**src/rtl/bcd_bin_converter_if.sv**
```systemverilog
// Handshake and data bus of the BCD/binary converter.
// The master issues start/mode/data_in; the slave returns the status and the result.
interface bcd_bin_converter_if #(
  parameter int unsigned DIGITS = 4
);
  logic                  start;
  logic                  mode;
  logic [4*DIGITS-1:0]   data_in;
  logic                  busy;
  logic                  done;
  logic                  err;
  logic [4*DIGITS-1:0]   data_out;

  modport master (
    output start, mode, data_in,
    input  busy, done, err, data_out
  );

  modport slave (
    input  start, mode, data_in,
    output busy, done, err, data_out
  );
endinterface

```
**src/rtl/bcd_bin_converter.sv**
```systemverilog
// Sequential packed-BCD <-> unsigned binary converter with a one-shot start/done handshake.
// Mode 0: multiply-by-10 accumulate, MSD first. Mode 1: double-dabble, one bit per cycle.
module bcd_bin_converter #(
  parameter int unsigned DIGITS = 4,
  parameter int unsigned BIN_W  = 14
) (
  input logic               clk,
  input logic               rst_n,
  bcd_bin_converter_if.slave bus
);

  localparam int unsigned DataW = 4 * DIGITS;
  localparam int unsigned CntW  = $clog2(BIN_W + 1);

  function automatic logic [DataW-1:0] pow10_f(input int unsigned n);
    logic [DataW-1:0] r;
    r = DataW'(1);
    for (int unsigned i = 0; i < n; i++) begin
      r = (r << 3) + (r << 1);
    end
    return r;
  endfunction

  // First value that does not fit in DIGITS decimal digits.
  localparam logic [DataW-1:0] Limit = pow10_f(DIGITS);

  if (BIN_W > DataW) begin : g_bad_width
    $error("BIN_W must not exceed 4*DIGITS");
  end
  if (BIN_W < DataW && ((Limit - DataW'(1)) >> BIN_W) != '0) begin : g_bad_range
    $error("BIN_W too small to hold 10^DIGITS-1");
  end

  typedef enum logic [1:0] {StIdle, StRun, StFin} state_e;

  state_e            state_q;
  logic              mode_q;
  logic [DataW-1:0]  op_q;
  logic [BIN_W-1:0]  acc_q;
  logic [DataW-1:0]  bcd_q;
  logic [CntW-1:0]   cnt_q;
  logic              busy_q;
  logic              done_q;
  logic              err_q;
  logic [DataW-1:0]  dout_q;

  logic              digit_bad;
  logic              range_bad;
  logic [BIN_W-1:0]  acc_nxt;
  logic [DataW-1:0]  bcd_adj;
  logic [DataW-1:0]  bcd_nxt;
  logic              last_iter;

  always_comb begin
    digit_bad = 1'b0;
    for (int unsigned i = 0; i < DIGITS; i++) begin
      if (bus.data_in[4*i +: 4] > 4'd9) digit_bad = 1'b1;
    end
  end

  assign range_bad = (bus.data_in >= Limit);

  // acc*10 as two shifts; cannot overflow once every digit has passed the pre-check.
  assign acc_nxt = (acc_q << 3) + (acc_q << 1) + BIN_W'(op_q[DataW-1 -: 4]);

  always_comb begin
    bcd_adj = '0;
    for (int unsigned i = 0; i < DIGITS; i++) begin
      bcd_adj[4*i +: 4] = (bcd_q[4*i +: 4] >= 4'd5) ? bcd_q[4*i +: 4] + 4'd3
                                                     : bcd_q[4*i +: 4];
    end
  end

  assign bcd_nxt   = {bcd_adj[DataW-2:0], op_q[BIN_W-1]};
  assign last_iter = mode_q ? (cnt_q == CntW'(BIN_W - 1)) : (cnt_q == CntW'(DIGITS - 1));

  always_ff @(posedge clk or negedge rst_n) begin
    if (!rst_n) begin
      state_q <= StIdle;
      mode_q  <= 1'b0;
      op_q    <= '0;
      acc_q   <= '0;
      bcd_q   <= '0;
      cnt_q   <= '0;
      busy_q  <= 1'b0;
      done_q  <= 1'b0;
      err_q   <= 1'b0;
      dout_q  <= '0;
    end else begin
      done_q <= 1'b0;
      unique case (state_q)
        StIdle: begin
          if (bus.start) begin
            mode_q <= bus.mode;
            op_q   <= bus.data_in;
            acc_q  <= '0;
            bcd_q  <= '0;
            cnt_q  <= '0;
            busy_q <= 1'b1;
            if ((!bus.mode && digit_bad) || (bus.mode && range_bad)) begin
              state_q <= StFin;
            end else begin
              state_q <= StRun;
            end
          end
        end
        StRun: begin
          if (mode_q) begin
            bcd_q <= bcd_nxt;
            op_q  <= op_q << 1;
          end else begin
            acc_q <= acc_nxt;
            op_q  <= op_q << 4;
          end
          cnt_q <= cnt_q + 1'b1;
          if (last_iter) begin
            dout_q  <= mode_q ? bcd_nxt : DataW'(acc_nxt);
            err_q   <= 1'b0;
            done_q  <= 1'b1;
            busy_q  <= 1'b0;
            state_q <= StIdle;
          end
        end
        StFin: begin
          // Error path holds one extra cycle so done lands two cycles after start.
          cnt_q <= cnt_q + 1'b1;
          if (cnt_q == CntW'(1)) begin
            dout_q  <= '0;
            err_q   <= 1'b1;
            done_q  <= 1'b1;
            busy_q  <= 1'b0;
            state_q <= StIdle;
          end
        end
        default: state_q <= StIdle;
      endcase
    end
  end

  assign bus.busy     = busy_q;
  assign bus.done     = done_q;
  assign bus.err      = err_q;
  assign bus.data_out = dout_q;

endmodule

```
**src/flat_wrapper.sv**
```systemverilog
// flat-port wrapper written by rule: the top's interface ports become plain ports
module bcd_bin_converter_flat 
#(
  parameter int unsigned DIGITS = 4,
  parameter int unsigned BIN_W  = 14
)
  (clk, rst_n, bus_start, bus_mode, bus_data_in, bus_busy, bus_done, bus_err, bus_data_out);
  bcd_bin_converter_if #(.DIGITS(DIGITS)) bus_i ();
  input logic clk;
  input logic rst_n;
  input wire logic [$bits(bus_i.start)-1:0] bus_start;
  input wire logic [$bits(bus_i.mode)-1:0] bus_mode;
  input wire logic [$bits(bus_i.data_in)-1:0] bus_data_in;
  output wire logic [$bits(bus_i.busy)-1:0] bus_busy;
  output wire logic [$bits(bus_i.done)-1:0] bus_done;
  output wire logic [$bits(bus_i.err)-1:0] bus_err;
  output wire logic [$bits(bus_i.data_out)-1:0] bus_data_out;
  assign bus_i.start = bus_start;
  assign bus_i.mode = bus_mode;
  assign bus_i.data_in = bus_data_in;
  assign bus_busy = bus_i.busy;
  assign bus_done = bus_i.done;
  assign bus_err = bus_i.err;
  assign bus_data_out = bus_i.data_out;
  bcd_bin_converter #(.DIGITS(DIGITS), .BIN_W(BIN_W)) u_core (.clk(clk), .rst_n(rst_n), .bus(bus_i));
endmodule
```
**config.mk**
```make
export PLATFORM = sky130hd
export DESIGN_NAME = bcd_bin_converter_flat
export DESIGN_NICKNAME = d
export VERILOG_FILES = /design/src/rtl/bcd_bin_converter_if.sv /design/src/rtl/bcd_bin_converter.sv /design/src/flat_wrapper.sv
export SDC_FILE = /design/constraint.sdc
export NUM_CORES = 1
export LEC_CHECK = 0
export ABC_AREA = 1
export CORE_UTILIZATION = 55
export DETAILED_ROUTE_END_ITERATION = 10
export PLACE_DENSITY = 0.86
export SLEW_MARGIN = 15
export SYNTH_ARGS = -nofsm -noshare
export SYNTH_HDL_FRONTEND = slang
export SYNTH_SLANG_ARGS = --single-unit
```
**constraint.sdc**
```tcl
create_clock -name clk -period 3.22 [get_ports clk]
set_clock_uncertainty 0.2 [all_clocks]
set_input_delay 0.644 -clock clk [delete_from_list [all_inputs] [get_ports clk]]
set_output_delay 0.644 -clock clk [all_outputs]
set_load 0.01 [all_outputs]
```
# Word level (Yosys, flattened, before mapping)
# Index checks and enable logic that the tools add are counted.
[word_totals]
ff_bits = 71
input_bits = 20
output_inout_bits = 19
elab_cells = 92
[op_classes]
addsub = 7
magnitude_cmp = 9
n_eq_ne = 10
mux = 38
reduce_logical = 18
[op_table]
columns = ["operator", "n"]
rows = [
  ["$mux W16", 7],
  ["$pmux W16 S2", 3],
  ["$mux W13", 2],
  ["$pmux W13 S2", 1],
  ["$ge A16 B14 Y1 const B", 1],
  ["$ge A4 B3 Y1 const B", 4],
  ["$gt A4 B4 Y1 const B", 4],
  ["$mux W4", 4],
  ["$add A14 B14 Y14", 1],
  ["$add A14 B4 Y14", 1],
  ["$add A4 B2 Y4 const B", 3],
  ["$reduce_and A3 Y1", 4],
  ["$mux W1", 11],
  ["$mux W2", 4],
  ["$pmux W4 S2", 1],
  ["$ne A2 B1 Y1 const B", 3],
  ["$pmux W2 S3", 1],
  ["$reduce_and A2 Y1", 3],
  ["$reduce_bool A2 Y1", 3],
  ["$add A4 B1 Y4 const B", 1],
  ["$eq A4 B1 Y1 const B", 1],
  ["$eq A4 B2 Y1 const B", 1],
  ["$eq A4 B4 Y1 const B", 1],
  ["$ne A2 B2 Y1 const B", 2],
  ["13 further kinds", 15],
]

# Longest topological paths before layout
# Gate-level depths: netlist of the first run.
[depth]
depth_word = 10
depth_mapped = 15
depth_no_buf = 15

# Least setup slack after synthesis of the first run
# No wires, ideal clock.
[synth_path]
kind = "flip-flop to flip-flop"
startpoint = "register u_core.acc_q[0]"
endpoint = "register u_core.dout_q[9], in the netlist u_core.bus.data_out[9]"
setup_time_ps = 116
arrival_time_ps = 1964
t_required_ps = 2904
path_slack_ps = 940
stages_incl_launch_ff = 13
path_buffers = 0
synth_period_minus_slack_ps = 2280
cell_sequence = "dfrtp_1 > inv_1 > fa_1 > inv_1 > ha_1 > nand3_1 > nand3_1 > nand2_1 > nand2_1 > xnor2_1 > nand2_1 > nand2_1 > nand2_1"
[synth_via]
elab_chain_len = 5
[synth_rtl]
columns = ["element", "line", "rtl"]
rows = [
  ["start, declared", "bcd_bin_converter.sv:39", "logic [BIN_W-1:0] acc_q;"],
  ["start signal, assigned", "bcd_bin_converter.sv:112", "acc_q <= acc_nxt;"],
  ["$add A14 B14 Y14", "bcd_bin_converter.sv:64", "assign acc_nxt = (acc_q << 3) + (acc_q << 1) + BIN_W'(op_q[DataW-1 -: 4]);"],
  ["$add A14 B4 Y14", "bcd_bin_converter.sv:64", ""],
  ["$mux W16", "bcd_bin_converter.sv:117", "dout_q <= mode_q ? bcd_nxt : DataW'(acc_nxt);"],
  ["$mux W16", "bcd_bin_converter.sv:116", "if (last_iter) begin"],
  ["$pmux W16 S2", "bcd_bin_converter.sv:91", "unique case (state_q)"],
  ["end signal, assigned", "bcd_bin_converter.sv:117", ""],
  ["end, declared", "bcd_bin_converter.sv:45", "logic [DataW-1:0] dout_q;"],
]
# No other way between the ends. The select of a mux whose other input is x is not followed.
# A chain may end at the register's enable or synchronous reset.

# Worst setup path after layout of the first run
# Same ends and word-level chain as after synthesis.

==> run_results.csv, run 1 <==
group,metric,value,unit
logic_synthesis,yosys-top-cells-area,"dfrtp_1, nand2_1, ha_1",
logic_synthesis,syn-cell-area,4540,um2
sta,min_period,2.54,ns
clock_network,clock_path_buffers,2,
logic_synthesis,syn_nets,653,
logic_synthesis,ys_ff_latch,71,
logic_synthesis,ys.flop_type,"dfrtp_1",
final_layout,antennaDiodeCount,0,
final_layout,final_common_cell,"nand2_1",
clock_network,cts.hold.buffers_added,0,
logic_synthesis,yosys.area.top_type,"dfrtp_1",
floorplanning,initial_core_util,57.9,%
run,cap_viol_max_count,0,
sta,finalSetupViolCount,0,
logic_synthesis,ys_types,35,
floorplanning,die_y,92.9,um
sta,hold_violations,0,
sta,tightest_slew,0.493,ns
routing,vias_per_cell,5.67,
sta,drv_slew,0,
final_layout,mostFrequentLayoutCells,"nand2_1, inv_1, dfrtp_1",
critical_path,critPathLaunch,"u_core.acc_q[0]",
logic_synthesis,syn_inst,595,
critical_path,cp.arrival,2.58,ns
critical_path,reg2reg_to,"u_core.bus.data_out[9]",
global_route,antenna_found_initial,0,
final_layout,finalNonFillerCells,744,
floorplanning,fp.dieArea,8630,um2
clock_network,post_cts_resized,0,
critical_path,r2r_cells,12,
floorplanning,die_x,92.9,um
routing,ant_nets,0,
run_status,outcome,"complete, no violations",
clock_network,cts.sinks,71,
logic_synthesis,synth_edf_count,0,
power,ir_drop,0.000439,V
routing,wl_per_cell,14.7,um
critical_path,r2r_start,"u_core.acc_q[0]",
floorplanning,io_pins,39,
critical_path,cp_max_fo,4,
final_layout,drive_gt1_share,6.85,%
routing,vias,4219,
clock_network,path_clk_slew,0.08,ns
clock_network,cts_buffers,9,
critical_path,criticalPathCategory,"reg2reg",
critical_path,r2r_slack,0.68,ns
final_layout,syn_to_final_growth,15.8,%
clock_network,insertion_delay,0.36,ns
power,cellPowerDensity,684,nW/um2
routing,routed_wl,10900,um
clock_network,clockRootBuffer,"clkbuf_8",
critical_path,end_kind,"flop",
place,gp_congestion,0.954,
final_layout,finalInstanceArea,5260,um2
place,numPortBuffers,38,
place,dp_cells,728,
critical_path,cp.required,3.27,ns
critical_path,setup.worst_path.start_class,"flop",
sta,rsz0062_at_grt,"no",
logic_synthesis,synth.top_cell.area_share,39.1,%
global_route,grt_pass1_wl,18300,um
hold_path,min_path_type,"in2async",
global_route,grt_pass1_vias,4105,
final_layout,num-fill-cells,645,
routing,dr.pass1.iters,5,
clock_network,cts_tree,"done",
final_layout,nets,695,
routing,drc_errors,0,
logic_synthesis,yosysSeqAreaShare,39.1,%
place,placed_area,5020,um2
logic_synthesis,yosysWarningCount,0,
place,hpwl,8080,um
sta,tns,0,ns
global_route,overflow,0,
floorplanning,rows,32,
logic_synthesis,syn_avg_cell_area,7.64,um2
global_route,grt_start_max_net_pins,72,
floorplanning,core_area,7850,um2
routing,detail_route.iter0.violations,235,
clock_network,htreeDepth,3,
clock_network,post-cts-setup-buffer-count,0,
sta,fmax,394,MHz
power,leakagePower,2.67,nW
sta,timing.final.crit_share,78.8,%
sta,slew_headroom,67.1,%
logic_synthesis,async_flop_share,100,%
global_route,track_usage,27.1,%
-- routing by layer --
metal | part of all wire, % | wire length [um] | up-vias | GRT usage (%)
met5 | 0 | 0 | - | 0
li1 | - | - | 2014 | -
met2 | 50 | 5470 | 180 | 47.7
met3 | 5.8 | 628 | 33 | 3.69
met1 | 41 | 4490 | 1992 | 32.6
met4 | 3.0 | 322 | 0 | 12.6
-- state kept, by name (all words and copies together) (netlist names) --
register	flops
u_core.acc_q	13
u_core.bcd_q	16
u_core.bus.busy	1
u_core.bus.data_out	16
u_core.bus.done	1
u_core.bus.err	1
u_core.cnt_q	4
u_core.mode_q	1
u_core.op_q	16
u_core.state_q	2
-- critical path, cell delays in order, from the launching register on --
cell,delay (ns)
dfrtp_1,0.36
inv_1,0.08
fa_1,0.60
inv_1,0.06
ha_1,0.30
nand3_1,0.10
nand3_1,0.16
nand2_1,0.10
nand2_1,0.06
xnor2_1,0.20
nand2_1,0.08
nand2_1,0.07
nand2_1,0.05
-- kinds of logic after synthesis --
family	after synthesis	synth area share, %
AO/OA/AOI/OAI	112	14.2
XOR/XNOR	13	2.51
adder cells (fa/ha/maj)	38	10.8
buffers and inverters	108	9.75
flip-flops	71	39.1
multiplexers	1	0.220
AND/OR/NAND/NOR	252	23.4
-- final cells by class --
cell class | instances | area [um2] | area share, %
timing repair buffer | 41 | 410 | 7.80
inverter | 98 | 379 | 7.21
clock buffer | 10 | 128 | 2.43
tap | 102 | 128 | 2.43
clock inverter | 6 | 115 | 2.19
sequential | 71 | 1780 | 33.8
multi-input combinational | 416 | 2320 | 44.2
-- per-stage QoR --
step	hold WS [ns]	util, %	power (mW)	setup WS [ns]
floorplan	0.148	-	2.25	0.940
global placement	0.264	63.9	2.66	0.791
detailed placement	0.265	63.9	2.71	0.722
CTS	0.124	67.0	3.60	0.698
global route	0.140	67.0	3.84	0.494
finish	0.103	67.0	3.60	0.683
-- cell usage after synthesis, types with 2 or more instances --
cell      number
a22oi_1        4
inv_2          4
nand2_1      147
nand3b_1       2
buf_6          2
xnor2_1        5
a21oi_1       14
inv_1         89
o22ai_1       25
dfrtp_1       71
nor2_1        52
nand2_2        3
xor2_1         8
clkbuf_1       3
ha_1          36
nor3_1         2
inv_4          4
o21ai_0       55
nand3_1       30
nor2_4         4
or2_2          2
o21ai_1        6
fa_1           2
nor2_2         3
buf_2          3
buf_4          2
o31ai_2        2
nand4_1        6
o32ai_1        3
-- power breakdown --
part	total [mW]	leakage, nW	internal, mW	switching, mW
registers	1.26	0.943	1.10	0.157
clock network	0.880	0.117	0.520	0.360
logic	1.46	1.61	0.524	0.935
-- worst max path at each step --
stage	to	slack, ns	depth (start not counted)
5_1_grt	u_core.bus.data_out[9]	0.49	12
4_1_cts	u_core.bus.data_out[9]	0.70	12
3_3_place_gp	u_core.bus.data_out[8]	0.79	9
2_1_floorplan	u_core.bus.data_out[9]	0.94	12
6_report	u_core.bus.data_out[9]	0.68	12
3_5_place_dp	u_core.bus.data_out[9]	0.72	12
No activity file was read; power rests on OpenSTA's default activity.
==> run 2: changes to the inputs <==
==> constraint.sdc (replaced) <==
create_clock -name clk -period 2.5 [get_ports clk]
set_clock_uncertainty 0.2 [all_clocks]
set_input_delay 0.5 -clock clk [delete_from_list [all_inputs] [get_ports clk]]
set_output_delay 0.5 -clock clk [all_outputs]
set_load 0.01 [all_outputs]
==> run 2 against run 1 <==
Power increased by 20%. Count of clock-buffer cells in the layout is 2 higher. Maximum frequency increased by 5.1%. Sequential cell count is the same. Critical path depth stayed put. Hold slack better by 0.18 ns. Utilization fell by 0.14 points. Global-route usage is 0.15 points higher. Setup slack worse by 0.60 ns. Via count down 0.69%. Clock power shrank 10%.
==> run_results.csv, run 2 (synthesis results as in run 1) <==
group,metric,value,unit
run_status,outcome,"complete, no violations",
clock_network,clockRootBuffer,"clkbuf_8",
floorplanning,rows,32,
run,cap_viol_max_count,0,
clock_network,cts.sinks,71,
sta,finalSetupViolCount,0,
power,leakagePower,2.66,nW
global_route,grt_start_max_net_pins,72,
routing,dr.pass1.iters,5,
critical_path,cp.required,2.54,ns
clock_network,insertion_delay,0.35,ns
final_layout,syn_to_final_growth,15.5,%
place,gp_congestion,0.882,
floorplanning,io_pins,39,
hold_path,whs_path_depth,2,
clock_network,cts_tree,"done",
routing,routed_wl,10700,um
sta,drv_slew,0,
power,cellPowerDensity,825,nW/um2
critical_path,r2r_cells,12,
final_layout,final_common_cell,"nand2_1",
routing,wl_per_cell,14.3,um
sta,hold_violations,0,
global_route,grt_pass1_vias,4136,
global_route,overflow,0,
critical_path,criticalPathCategory,"reg2reg",
routing,vias,4190,
routing,drc_errors,0,
global_route,track_usage,27.2,%
routing,detail_route.iter0.violations,299,
clock_network,cts_buffers,9,
final_layout,mostFrequentLayoutCells,"nand2_1, inv_1, dfrtp_1",
final_layout,antennaDiodeCount,0,
final_layout,num-fill-cells,669,
floorplanning,initial_core_util,57.9,%
sta,tns,0,ns
sta,timing.final.crit_share,96.6,%
clock_network,clock_path_buffers,2,
final_layout,nets,700,
global_route,antenna_found_initial,0,
sta,fmax,414,MHz
clock_network,path_clk_slew,0.08,ns
sta,slew_headroom,69.0,%
sta,final.setup.worst_slack,0.0853,ns
routing,vias_per_cell,5.59,
floorplanning,die_x,92.9,um
critical_path,cp_max_fo,4,
hold_path,min_path_type,"reg2reg",
place,hpwl,8050,um
floorplanning,fp.dieArea,8630,um2
critical_path,setup.worst_path.start_class,"flop",
routing,ant_nets,0,
floorplanning,die_y,92.9,um
sta,tightest_slew,0.463,ns
floorplanning,core_area,7850,um2
critical_path,cp.arrival,2.45,ns
clock_network,htreeDepth,3,
place,numPortBuffers,38,
place,place_ws,0.0515,ns
power,ir_drop,0.000671,V
critical_path,end_kind,"flop",
sta,min_period,2.41,ns
final_layout,drive_gt1_share,8.35,%
global_route,grt_pass1_wl,18500,um
run 2: cell types whose count changed in the layout (fill, tap and decap cells not counted), moves of 2 or more:
cell       before  now
buf_4           2    6
bufinv_16       3    0
clkbuf_1        1    3
clkinv_2        1    4
inv_6           2    0
xnor2_1         5    3
xnor2_2         0    2
run 2: power breakdown:
group	switching, mW	internal (mW)	total, mW
sequential	0.177	1.42	1.60
combinational	1.23	0.708	1.94
clock	0.435	0.357	0.792
total	1.84	2.49	4.33
run 2: metal layers:
layer / part of all wire [%] / GRT usage [%] / up-vias
met5: 0 / 0 / -
met4: 2.0 / 10.0 / 0
met3: 5.4 / 5.50 / 20
met2: 50 / 47.5 / 160
met1: 42 / 33.1 / 1980
li1: - / - / 2030
run 2: critical path, cell delays in order (launching register included):
cell,delay [ns]
dfrtp_1,0.35
inv_1,0.07
fa_1,0.58
inv_1,0.06
ha_1,0.30
nand3_1,0.10
nand3_2,0.13
nand2_1,0.09
nand2_1,0.10
xnor2_2,0.17
nand2_1,0.07
nand2_1,0.06
nand2_1,0.04
run 2: path summary, 6_finish.rpt:
kind,slack (ns),start,end
max,0.09,u_core.acc_q[2],u_core.bus.data_out[9]
min,0.28,u_core.bus.data_out[13],u_core.bus.data_out[13]
max reg2reg,0.09,u_core.acc_q[2],u_core.bus.data_out[9]
min reg2reg,0.28,u_core.bus.data_out[13],u_core.bus.data_out[13]
max in group asynchronous,1.27,rst_n,u_core.op_q[8]
min in group asynchronous,0.50,rst_n,u_core.acc_q[11]
run 2: timing repair:
| action | 4_1_cts | 5_1_grt |
|---|---|---|
| hold buffers | 1 | 0 |
| hold endpoints to repair | 64 | 0 |
| setup buffers | 0 | 1 |
| endpoints found under the setup margin | 0 | 11 |
| resized for setup | 0 | 9 |
run 2: area by class of cell:
class / instances / area [um2] / share of cell area (%)
Tap cell: 102 / 128 / 2.43
Clock buffer: 12 / 135 / 2.57
Clock inverter: 4 / 22.5 / 0.429
Multi-Input combinational cell: 416 / 2360 / 44.9
Inverter: 98 / 379 / 7.22
Sequential cell: 71 / 1780 / 33.8
Timing Repair Buffer: 46 / 450 / 8.58
run 2: through the flow:
stage	utilization, %	hold WS [ns]	cells	area, um2	power (mW)
after CTS	66.4	0.286	748	5210	4.31
after global placement	64.2	0.265	731	5040	3.44
after global routing	66.9	0.300	749	5250	4.64
final	66.9	0.282	749	5250	4.33
after floorplan	-	0.00441	595	4540	2.90
after detailed placement	64.2	0.265	731	5040	3.51
==> run 3: changes to the inputs <==
--- a/config.mk
+++ b/config.mk
@@ -6,6 +6,8 @@
 export NUM_CORES = 1
 export LEC_CHECK = 0
 export ABC_AREA = 1
+export CAP_MARGIN = 25
+export CORE_MARGIN = 4
 export CORE_UTILIZATION = 55
 export DETAILED_ROUTE_END_ITERATION = 10
 export PLACE_DENSITY = 0.86
==> run 3 against run 2 <==
Count of clock-buffer cells in the layout decreased by 2. Routed wire length increased by 1.7%. Die area increased by 13%. Via count decreased by 0.86%. Register-to-register slack improved by 0.05 ns. Setup slack improved by 0.050 ns. Clock power increased by 18%. Global-route usage decreased by 3.7 points. Sequential share of layout area decreased by 0.51 points. Critical endpoint unchanged.
==> run_results.csv, run 3 (synthesis results as in run 1) <==
group,metric,value,unit
global_route,grt_start_max_net_pins,41,
routing,vias_per_cell,5.52,
power,switching_share,42.1,%
critical_path,r2r_slack,0.14,ns
routing,dr.pass1.iters,5,
critical_path,r2r_cells,12,
power,clkPwrFrac,20.8,%
sta,whs,0.281,ns
power,leakagePower,2.69,nW
power,cellPowerDensity,843,nW/um2
floorplanning,die_x,98.9,um
critical_path,end_kind,"flop",
final_layout,drive_gt1_share,9.23,%
floorplanning,io_pins,39,
critical_path,path_common_cell,"nand2_1",
run_status,outcome,"complete, no violations",
run,cap_viol_max_count,0,
routing,drc_errors,0,
sta,slew_headroom,70.9,%
hold_path,whs_path_depth,2,
hold_path,min_path_type,"reg2reg",
clock_network,insertion_delay,0.36,ns
place,dp_cells,732,
routing,detail_route.iter0.violations,277,
place,gp_congestion,0.929,
clock_network,htreeDepth,3,
critical_path,slowest_delay,0.55,ns
hold_path,min_from,"u_core.bus.data_out[2]",
sta,finalSetupViolCount,0,
routing,vias,4154,
clock_network,cts.sinks,71,
critical_path,cp.required,2.55,ns
critical_path,slowest_stage,"fa_1",
clock_network,path_clk_slew,0.08,ns
power,seqPwrFrac,35.9,%
global_route,grt_pass1_vias,4111,
sta,fmax,423,MHz
final_layout,syn_to_final_growth,17.3,%
floorplanning,core_area,7890,um2
power,ir_drop,0.000645,V
final_layout,final_common_cell,"nand2_1",
floorplanning,fp.dieArea,9780,um2
final_layout,antennaDiodeCount,0,
final_layout,finalInstanceArea,5330,um2
place,numPortBuffers,38,
sta,hold_violations,0,
clock_network,cts_buffers,9,
global_route,track_usage,23.5,%
place,place_ws,0.0362,ns
sta,min_period,2.36,ns
critical_path,criticalPathCategory,"reg2reg",
power,p_total,4.49,mW
routing,routed_wl,10900,um
sta,tightest_slew,0.435,ns
floorplanning,die_y,98.9,um
critical_path,cp_max_fo,4,
clock_network,clock_path_buffers,2,
place,hpwl,8310,um
critical_path,r2r_start,"u_core.acc_q[2]",
final_layout,finalNonFillerCells,752,
floorplanning,rows,32,
routing,wl_per_cell,14.5,um
final_layout,mostFrequentLayoutCells,"nand2_1, inv_1, dfrtp_1",
global_route,antenna_found_initial,0,
sta,final.setup.worst_slack,0.136,ns
power,power_frac_comb,43.2,%
power,p_sw,1.89,mW
critical_path,cp.arrival,2.41,ns
global_route,overflow,0,
critical_path,cp_cell_sequence,"inv_1 -> fa_1 -> inv_1 -> ha_4 -> nand3_1 -> nand3_2 -> nand2_1 -> nand2_1 -> xnor2_2 -> nand2_1 -> nand2_1 -> nand2_1",
final_layout,nets,703,
routing,ant_nets,0,
sta,drv_slew,0,
power,intPower,2.60,mW
critical_path,reg2reg_to,"u_core.bus.data_out[9]",
sta,timing.final.crit_share,94.6,%
hold_path,min_to,"u_core.bus.data_out[2]",
clock_network,cts_tree,"done",
floorplanning,initial_core_util,57.6,%
critical_path,setup.worst_path.start_class,"flop",
clock_network,clockRootBuffer,"clkbuf_8",
place,placed_area,5050,um2
global_route,grt_pass1_wl,18900,um
[run 3: layer usage]
layer	part of all wire, %	vias up	wire length [um]	GRT usage (%)
li1	-	2033	-	-
met1	43	1973	4700	30.0
met2	50	122	5420	39.8
met3	5.0	26	551	4.39
met4	2.2	0	243	8.40
met5	0	-	0	0
[run 3: layout make-up]
class / instances / area [um2]
Multi-Input combinational cell: 416 / 2370
Inverter: 98 / 379
Clock inverter: 6 / 70.1
Clock buffer: 10 / 128
Tap cell: 102 / 128
Sequential cell: 71 / 1780
Timing Repair Buffer: 49 / 473
Fill cell: 643 / 2560
[run 3: worst max-delay path, delay by kind of cell, from the launching register on]
| kind | cells | cell delay [ns] |
|---|---|---|
| flops | 1 | 0.36 |
| simple gates | 7 | 0.55 |
| buf+inv | 2 | 0.16 |
| xor+xnor | 1 | 0.19 |
| fa+ha+maj | 2 | 0.79 |
[run 3: per-stage QoR]
stage / setup TNS, ns / util, %
2_1_floorplan: 0 / -
3_3_place_gp: 0 / 64.0
3_5_place_dp: 0 / 64.0
4_1_cts: 0 / 66.6
5_1_grt: -0.0248 / 67.6
6_report: 0 / 67.6
[run 3: how the worst max path moves through the flow]
stage / startpoint / endpoint / slack [ns] / depth (start not counted)
5_1_grt: u_core.acc_q[2] / u_core.bus.data_out[6] / -0.02 / 11
4_1_cts: u_core.acc_q[0] / u_core.bus.data_out[9] / 0.02 / 12
3_3_place_gp: u_core.acc_q[0] / u_core.bus.data_out[9] / 0.13 / 12
3_5_place_dp: u_core.acc_q[0] / u_core.bus.data_out[9] / 0.04 / 12
2_1_floorplan: u_core.acc_q[0] / u_core.bus.data_out[9] / 0.22 / 12
6_report: u_core.acc_q[2] / u_core.bus.data_out[9] / 0.14 / 12
[run 3: power groups by stage]
stage          clock [mW]  combinational [mW]  sequential (mW)
4_1_cts             0.941                1.90             1.62
2_1_floorplan           0                1.29             1.61
5_1_grt             0.993                2.20             1.65
3_3_place_gp            0                1.84             1.62
6_report            0.935                1.94             1.61
3_5_place_dp            0                1.89             1.64
[run 3: what timing repair did]
| action | CTS | global route |
|---|---|---|
| setup endpoints to repair | 0 | 15 |
| gates resized for setup | 0 | 11 |
| hold buffers | 1 | 0 |
| setup buffers | 0 | 3 |
| hold endpoints to repair | 9 | 0 |
